### config.mk
export PLATFORM = sky130hd
export DESIGN_NAME = pair_sum_accumulator_flat
export DESIGN_NICKNAME = d
export VERILOG_FILES = /design/src/rtl/pair_sum_accumulator_pkg.sv /design/src/rtl/pair_sum_accumulator_if.sv /design/src/rtl/pair_sum_accumulator_adder4bit.sv /design/src/rtl/pair_sum_accumulator.sv /design/src/flat_wrapper.sv
export SDC_FILE = /design/constraint.sdc
export NUM_CORES = 1
export LEC_CHECK = 0
export ABC_AREA = 1
export CORE_UTILIZATION = 45
export DETAILED_ROUTE_END_ITERATION = 8
export PLACE_DENSITY = 0.73
export SYNTH_ARGS = -nofsm -noshare
export SYNTH_HDL_FRONTEND = slang
export SYNTH_HIERARCHICAL = 1
export SYNTH_SLANG_ARGS = --single-unit
export TNS_END_PERCENT = 20
### constraint.sdc
create_clock -name clk -period 4.35 [get_ports clk]
set_input_delay 0.87 -clock clk [delete_from_list [all_inputs] [get_ports clk]]
set_output_delay 0.87 -clock clk [all_outputs]
set_load 0.05 [all_outputs]
### src/rtl/pair_sum_accumulator_pkg.sv
// Shared definitions for the pair-sum accumulator: FSM encoding and default sizing.
package pair_sum_accumulator_pkg;

  typedef enum logic [1:0] {
    IDLE = 2'd0,
    ACC  = 2'd1,
    DONE = 2'd2
  } state_e;

  localparam int ACC_W_DEF = 8;
  localparam int COUNT_DEF = 4;
  // Wide enough for the largest legal COUNT (15).
  localparam int CNT_W     = 4;

endpackage

### src/rtl/pair_sum_accumulator_if.sv
// Operand-in / result-out handshake bundle for the pair-sum accumulator.
interface pair_sum_accumulator_if
  import pair_sum_accumulator_pkg::*;
#(
  parameter int ACC_W = ACC_W_DEF
) ();

  logic             in_valid;
  logic             in_ready;
  logic [3:0]       a;
  logic [3:0]       b;
  logic             out_valid;
  logic             out_ready;
  logic [ACC_W-1:0] acc_out;
  logic             ovf;

  modport master (
    output in_valid, a, b, out_ready,
    input  in_ready, out_valid, acc_out, ovf
  );

  modport slave (
    input  in_valid, a, b, out_ready,
    output in_ready, out_valid, acc_out, ovf
  );

endinterface

### src/rtl/pair_sum_accumulator_adder4bit.sv
// Team 4-bit ripple-carry adder: purely combinational, carry out on its own port.
module adder4bit (
  output logic [3:0] sum,
  output logic       carry,
  input  logic [3:0] a,
  input  logic [3:0] b
);

  logic [4:0] c;

  always_comb begin
    c    = '0;
    sum  = '0;
    for (int i = 0; i < 4; i++) begin
      sum[i]  = a[i] ^ b[i] ^ c[i];
      c[i+1]  = (a[i] & b[i]) | (c[i] & (a[i] ^ b[i]));
    end
    carry = c[4];
  end

endmodule

### src/rtl/pair_sum_accumulator.sv
// Accumulates COUNT 5-bit pair sums from adder4bit into an ACC_W-bit total with
// a sticky overflow flag, framed by IDLE/ACC/DONE over valid/ready handshakes.
module pair_sum_accumulator
  import pair_sum_accumulator_pkg::*;
#(
  parameter int ACC_W = ACC_W_DEF,
  parameter int COUNT = COUNT_DEF
) (
  input  logic                   clk,
  input  logic                   rst_n,
  input  logic                   start,
  output logic                   busy,
  pair_sum_accumulator_if.slave  bus
);

  localparam logic [CNT_W-1:0] LAST_IDX = CNT_W'(COUNT - 1);

  state_e             state_q, state_d;
  logic [ACC_W-1:0]   acc_q, acc_d;
  logic               ovf_q, ovf_d;
  logic [CNT_W-1:0]   cnt_q, cnt_d;

  logic [3:0]         pair_sum;
  logic               pair_carry;
  logic [ACC_W:0]     acc_sum;
  logic               xfer;

  adder4bit u_adder (
    .sum   (pair_sum),
    .carry (pair_carry),
    .a     (bus.a),
    .b     (bus.b)
  );

  assign xfer    = bus.in_valid && (state_q == ACC);
  // One extra bit on top of the accumulator catches the wrap for ovf.
  assign acc_sum = {1'b0, acc_q} + (ACC_W+1)'({pair_carry, pair_sum});

  always_comb begin
    state_d = state_q;
    acc_d   = acc_q;
    ovf_d   = ovf_q;
    cnt_d   = cnt_q;
    case (state_q)
      IDLE: begin
        if (start) begin
          state_d = ACC;
          acc_d   = '0;
          ovf_d   = 1'b0;
          cnt_d   = '0;
        end
      end
      ACC: begin
        // a/b only reach state on a transfer, so garbage between pairs is harmless.
        if (xfer) begin
          acc_d = acc_sum[ACC_W-1:0];
          ovf_d = ovf_q | acc_sum[ACC_W];
          cnt_d = cnt_q + 1'b1;
          if (cnt_q == LAST_IDX) begin
            state_d = DONE;
          end
        end
      end
      DONE: begin
        if (bus.out_ready) begin
          state_d = IDLE;
        end
      end
      default: state_d = IDLE;
    endcase
  end

  always_ff @(posedge clk or negedge rst_n) begin
    if (!rst_n) begin
      state_q <= IDLE;
      acc_q   <= '0;
      ovf_q   <= 1'b0;
      cnt_q   <= '0;
    end else begin
      state_q <= state_d;
      acc_q   <= acc_d;
      ovf_q   <= ovf_d;
      cnt_q   <= cnt_d;
    end
  end

  assign bus.in_ready  = (state_q == ACC);
  assign bus.out_valid = (state_q == DONE);
  assign bus.acc_out   = acc_q;
  assign bus.ovf       = ovf_q;
  assign busy          = (state_q != IDLE);

endmodule

### src/flat_wrapper.sv
// flat-port wrapper written by rule: the top's interface ports become plain ports
module pair_sum_accumulator_flat import pair_sum_accumulator_pkg::*;
#(
  parameter int ACC_W = ACC_W_DEF,
  parameter int COUNT = COUNT_DEF
)
  (clk, rst_n, start, busy, bus_in_valid, bus_a, bus_b, bus_out_ready, bus_in_ready, bus_out_valid, bus_acc_out, bus_ovf);
  pair_sum_accumulator_if #(.ACC_W(ACC_W)) bus_i ();
  input  logic clk;
  input  logic rst_n;
  input  logic start;
  output logic busy;
  input wire logic [$bits(bus_i.in_valid)-1:0] bus_in_valid;
  input wire logic [$bits(bus_i.a)-1:0] bus_a;
  input wire logic [$bits(bus_i.b)-1:0] bus_b;
  input wire logic [$bits(bus_i.out_ready)-1:0] bus_out_ready;
  output wire logic [$bits(bus_i.in_ready)-1:0] bus_in_ready;
  output wire logic [$bits(bus_i.out_valid)-1:0] bus_out_valid;
  output wire logic [$bits(bus_i.acc_out)-1:0] bus_acc_out;
  output wire logic [$bits(bus_i.ovf)-1:0] bus_ovf;
  assign bus_i.in_valid = bus_in_valid;
  assign bus_i.a = bus_a;
  assign bus_i.b = bus_b;
  assign bus_i.out_ready = bus_out_ready;
  assign bus_in_ready = bus_i.in_ready;
  assign bus_out_valid = bus_i.out_valid;
  assign bus_acc_out = bus_i.acc_out;
  assign bus_ovf = bus_i.ovf;
  pair_sum_accumulator #(.ACC_W(ACC_W), .COUNT(COUNT)) u_core (.clk(clk), .rst_n(rst_n), .start(start), .busy(busy), .bus(bus_i));
endmodule
### After elaboration in Yosys (flattened, before gate mapping)

Index checks and enable logic that the tools add are counted.

| storage, ports and cells | value |
|---|---|
| register bits after elaboration | 15 |
| latch bits | 0 |
| RAM bits | 0 |
| bits in read-only memories | 0 |
| input port bits | 13 |
| output and inout bits | 12 |
| word-level logic and storage cells | 51 |
| memories kept | 0 |

| operators by class | value |
|---|---|
| $add $sub $neg | 2 |
| multiply operators | 0 |
| div/mod/pow operators | 0 |
| magnitude comparators | 0 |
| eq/ne operators | 7 |
| shift operators | 0 |
| muxes and demuxes | 14 |
| bitwise logic cells | 18 |
| reductions and logical operators | 6 |

Operators by type and width:

| cell | count |
|---|---|
| $mux 8 | 2 |
| $pmux 8 s2 | 1 |
| $add 8x5->9 | 1 |
| $mux 2 | 4 |
| $mux 4 | 2 |
| $pmux 4 s2 | 1 |
| $and 1x1->1 | 7 |
| $xor 1x1->1 | 7 |
| $pmux 2 s3 | 1 |
| $add 4x1->4 const B | 1 |
| $eq 4x2->1 const B | 1 |
| $ne 2x1->1 const B | 2 |
| $ne 2x2->1 const B | 2 |
| $or 1x1->1 | 4 |
| $reduce_and 4->1 | 1 |
| $reduce_bool 2->1 | 2 |
| $reduce_and 3->1 | 1 |
| $eq 2x1->1 const B | 1 |
| $eq 2x2->1 const B | 1 |
| $logic_not 2->1 | 1 |
| $mux 1 | 2 |
| $pmux 1 s2 | 1 |
| $logic_and 1x1->1 | 1 |

### Depth between registers and ports, before layout

| depth | value |
|---|---|
| depth after elaboration | 11 |
| depth in mapped cells | 17 |

### Hierarchy

The synthesis kept the hierarchy.

Modules (own cells, without submodules):

| module | instances | cells an instance | area each (sq um) |
|---|---|---|---|
| pair_sum_accumulator | 1 | 113 | 954.7 |
| adder4bit | 1 | 14 | 110.1 |

### Least setup slack after synthesis

No wires, ideal clock.

| timing path | value |
|---|---|
| path kind | input -> register |
| start | input bus_a[0] |
| end | register u_core.acc_q[6] (netlist: u_core/bus.acc_out[6]) |
| library setup time | 0.121 ns |
| arrival | 2.913 ns |
| required time | 4.229 ns |
| setup slack | 1.316 ns |
| cell stages on the path | 15 |
| path through | ha_1 -> inv_1 -> fa_1 -> inv_1 -> fa_1 -> inv_1 -> fa_1 -> inv_1 -> ha_1 -> inv_1 -> nand2_1 -> nand3_1 -> nand2_1 -> a21oi_1 -> nor2_1 |

| on the way | value |
|---|---|
| elaborated cells on any way between the ends | 14 |
| those cells by class | add/sub: 1; mux: 2; bitwise: 11 |

RTL lines:

| what | RTL line | RTL |
|---|---|---|
| start, declared | flat_wrapper.sv:14 | `input wire logic [$bits(bus_i.a)-1:0] bus_a;` |
| $and 1x1->1 (2 in a row) | pair_sum_accumulator_adder4bit.sv:16 | `c[i+1] = (a[i] & b[i]) \| (c[i] & (a[i] ^ b[i]));` |
| $or 1x1->1 | pair_sum_accumulator_adder4bit.sv:16 |  |
| $and 1x1->1 | pair_sum_accumulator_adder4bit.sv:16 |  |
| $or 1x1->1 | pair_sum_accumulator_adder4bit.sv:16 |  |
| $xor 1x1->1 | pair_sum_accumulator_adder4bit.sv:15 | `sum[i] = a[i] ^ b[i] ^ c[i];` |
| via u_core.pair_sum[3] | pair_sum_accumulator.sv:23 | `logic [3:0] pair_sum;` |
| $add 8x5->9 | pair_sum_accumulator.sv:37 | `assign acc_sum = {1'b0, acc_q} + (ACC_W+1)'({pair_carry, pair_sum});` |
| $mux 8 | pair_sum_accumulator.sv:55 | `if (xfer) begin` |
| $pmux 8 s2 | pair_sum_accumulator.sv:44 | `case (state_q)` |
| end signal, assigned | pair_sum_accumulator.sv:76 | `acc_q <= '0;` |
| end signal, assigned | pair_sum_accumulator.sv:81 | `acc_q <= acc_d;` |
| end, declared | pair_sum_accumulator.sv:19 | `logic [ACC_W-1:0] acc_q, acc_d;` |

The timed path passes the listed nets, and every way through them passes these cells. The select of a mux whose other input is x is not followed.
A chain may end at the register's enable or synchronous reset.

### Worst setup path in the final report

Same ends and word-level chain as after synthesis.

==> out/metrics.yaml <==
sta:
  hold_violations: 0
  finalSetupTns_ps: 0
  period_share_pct: 76.3
  timing.final.ws_setup_ps: 1030
  slew_headroom_pct: 54.9
  maxSlewViolCount: 0
  worst_pin_slew_ps: 675
  fmax_mhz: 301
  setup_viol: 0
  skew_ps: 9.63
  fin_hold_ws_ps: 532
  rsz0062_at_grt: "no"
  period_needed_ps: 3320
synth:
  synth.distinct_cells: 22
  synth_common_cells: "nand2_1 (27), inv_1 (25), dfrtp_1 (15)"
  synth-seq-cells: 15
  ys_seq_area_share_pct: 35.3
  synthesis.area_um2: 1060
  yosys.area.top_type_share_pct: 35.3
  synth.area.top_cells: "dfrtp_1 (35%), nand2_1 (9.5%), inv_1 (8.8%)"
  synth-xor-area-share_pct: 0.823
  synth_top_family_by_area: "simple AND/OR/NAND/NOR gates"
  muxShareOfSynthArea_pct: 0
  async_flop_share_pct: 100
  synth-simple-area-share_pct: 28.4
  synth.most_common_cell: "nand2_1"
  synthAdderAreaFrac_pct: 15.7
  postSynthCellCount: 127
  synth_ff_type: "dfrtp_1"
  synth_nets: 151
  ys_warn_count: 6
  synth_edf_count: 0
  synth_compound_area_share_pct: 9.52
  synth_area_per_cell_um2: 8.38
  synth_largest_area_cell: "dfrtp_1"
setup_path:
  cp_max_fo: 3
  endpoint_kind: "register"
  cp.depth: 16
  critPathLaunchType: "input pin"
  cpLargestDelayFamily: "adder cells"
  cpMostUsedCell: "inv_1"
  crit_slowest_cell: "fa_1"
  cp.arrival_ps: 3510
  path_class: "input pin to register"
  slowest_delay_ps: 470
  worst-r2r-cell-count: 8
  worstPathRequired_ps: 4540
  worstPathCellList: "clkdlybuf4s50_1, ha_1, inv_1, fa_1, inv_1, fa_1, inv_1, fa_1, inv_1, ha_1, inv_1, nand2_1, nand3_1, nand2_1, a21oi_1, nor2_1"
  critPathBufInv: 6
floorplan:
  die_w_um: 50.6
  dieArea_um2: 2560
  die_y_um: 50.6
  initial_core_util_pct: 48.1
  num_io_pins: 25
  core_um2: 2210
  placementRows: 17
cts:
  cts_tree: "built"
  numCtsBuffers: 3
  ctsHoldBuffers: 0
  clk_latency_ps: 300
  clock-root-buffer: "clkbuf_4"
  cts_setup_buffers: 0
  path_clk_slew_ps: 90
  cts.sinks: 15
  cts_htree_levels: 1
  cts-resized-gates: 0
  clock_path_buffers: 2
global_routing:
  track_usage_pct: 17.5
  grt_pass1_wl_mm: 3.33
  grt-ovfl-total: 0
  grt_pass1_vias: 822
  grt_start_max_net_pins: 16
  antenna_found_initial: 0
routing:
  drt_pass1_iterations: 4
  wirelength_mm: 1.93
  viasPerCell: 4.81
  post_drt_wl_per_cell_um: 10.5
  dr.first_iter.drc_count: 10
  vias: 881
  antenna_left: 0
  post-route-drc-count: 0
power:
  switching_share_pct: 53.8
  p_leak_nw: 0.708
  p_seq_share_pct: 25.3
  p_total_mw: 0.992
  ir_worst_vdd_uv: 471
  net-switching-power_mw: 0.534
  p_comb_share_pct: 66.0
  p_int_mw: 0.458
  power_density_nw_per_um2: 724
  clkPwrFrac_pct: 8.6
outcome:
  status: "complete, no violations"
layout:
  fin_util_pct: 61.9
  final_layout_size_suffix_gt1_share_pct: 11.6
  diodes: 0
  syn_to_final_growth_pct: 28.7
  stdcell_count: 183
  final_nets: 180
  fin_area_um2: 1370
placed_design:
  dp.cells: 179
  place.gp.congestion: 0.852
  place_area_um2: 1340
  place_hpwl_mm: 1.57
  pre_cts_ws_ps: 708
  portBuffers: 24
job:
  maxCapViolations: 0
min_path:
  min_path_cells: 2
  min_path_type: "register to register"
cell usage in the layout, fill, tap and decap left out, types with 4 or more instances in the layout:
cell | netlist | layout
inv_2 | 4 | 4
ha_1 | 7 | 7
dfrtp_1 | 15 | 15
nand3_1 | 8 | 8
a21oi_1 | 7 | 7
clkdlybuf4s50_1 | 0 | 24
nor2_1 | 9 | 9
fa_1 | 4 | 4
inv_1 | 25 | 25
o21ai_0 | 4 | 4
nand2_1 | 27 | 27
sequential cells by signal, summed over array words and instances (netlist names):
| name | count |
|---|---|
| u_core/bus.acc_out | 8 |
| u_core/bus.ovf | 1 |
| u_core/cnt_q | 4 |
| u_core/state_q | 2 |
routing by layer:
layer  wire length [um]  vias to the layer above  part of all wire (%)  track usage (%)
li1                   -                      455                     -                -
met1                909                      408                    47             22.1
met2                919                       14                    48             28.9
met3                 60                        4                   3.1             1.82
met4                 38                        0                   2.0             10.2
met5                  0                        -                     0                0
cell type report:
class                           instances  area [um^2]
Sequential cell                        15          375
Multi-Input combinational cell         83          581
Inverter                               29          109
Fill cell                             191          842
Tap cell                               28         35.0
Clock buffer                            3         22.5
Clock inverter                          1         7.51
Timing Repair Buffer                   24          240
power groups by stage:
stage                     logic [mW]  registers [mW]  clock network, mW
after floorplan                0.369           0.366                  0
after global placement         0.649           0.251                  0
after detailed placement       0.658           0.254                  0
after CTS                      0.661           0.251             0.0897
after global routing           0.719           0.259             0.0944
final                          0.655           0.251             0.0856
cells by family after synthesis:
logic type,Yosys count
compound gates,17
simple gates,54
flops,15
xor+xnor,1
buf+inv,29
fa+ha+maj,11
worst paths after layout:
check,from,endpoint,slack (ps)
max,bus_a[0],u_core/bus.acc_out[6]$_DFFE_PN0P_,1030
min,u_core/bus.acc_out[2]$_DFFE_PN0P_,u_core/bus.acc_out[2]$_DFFE_PN0P_,530
max reg2reg,u_core/bus.acc_out[0]$_DFFE_PN0P_,u_core/bus.acc_out[6]$_DFFE_PN0P_,2610
min reg2reg,u_core/bus.acc_out[2]$_DFFE_PN0P_,u_core/bus.acc_out[2]$_DFFE_PN0P_,530
max in group asynchronous,rst_n,u_core/bus.acc_out[2]$_DFFE_PN0P_,2940
min in group asynchronous,rst_n,u_core/cnt_q[2]$_DFFE_PN0P_,970
worst min-delay path: stages, from the launching register on:
cell and delay, ps:
dfrtp_1 380, nand2_1 60, nand2_1 60
(Power assumes the default switching activity.)
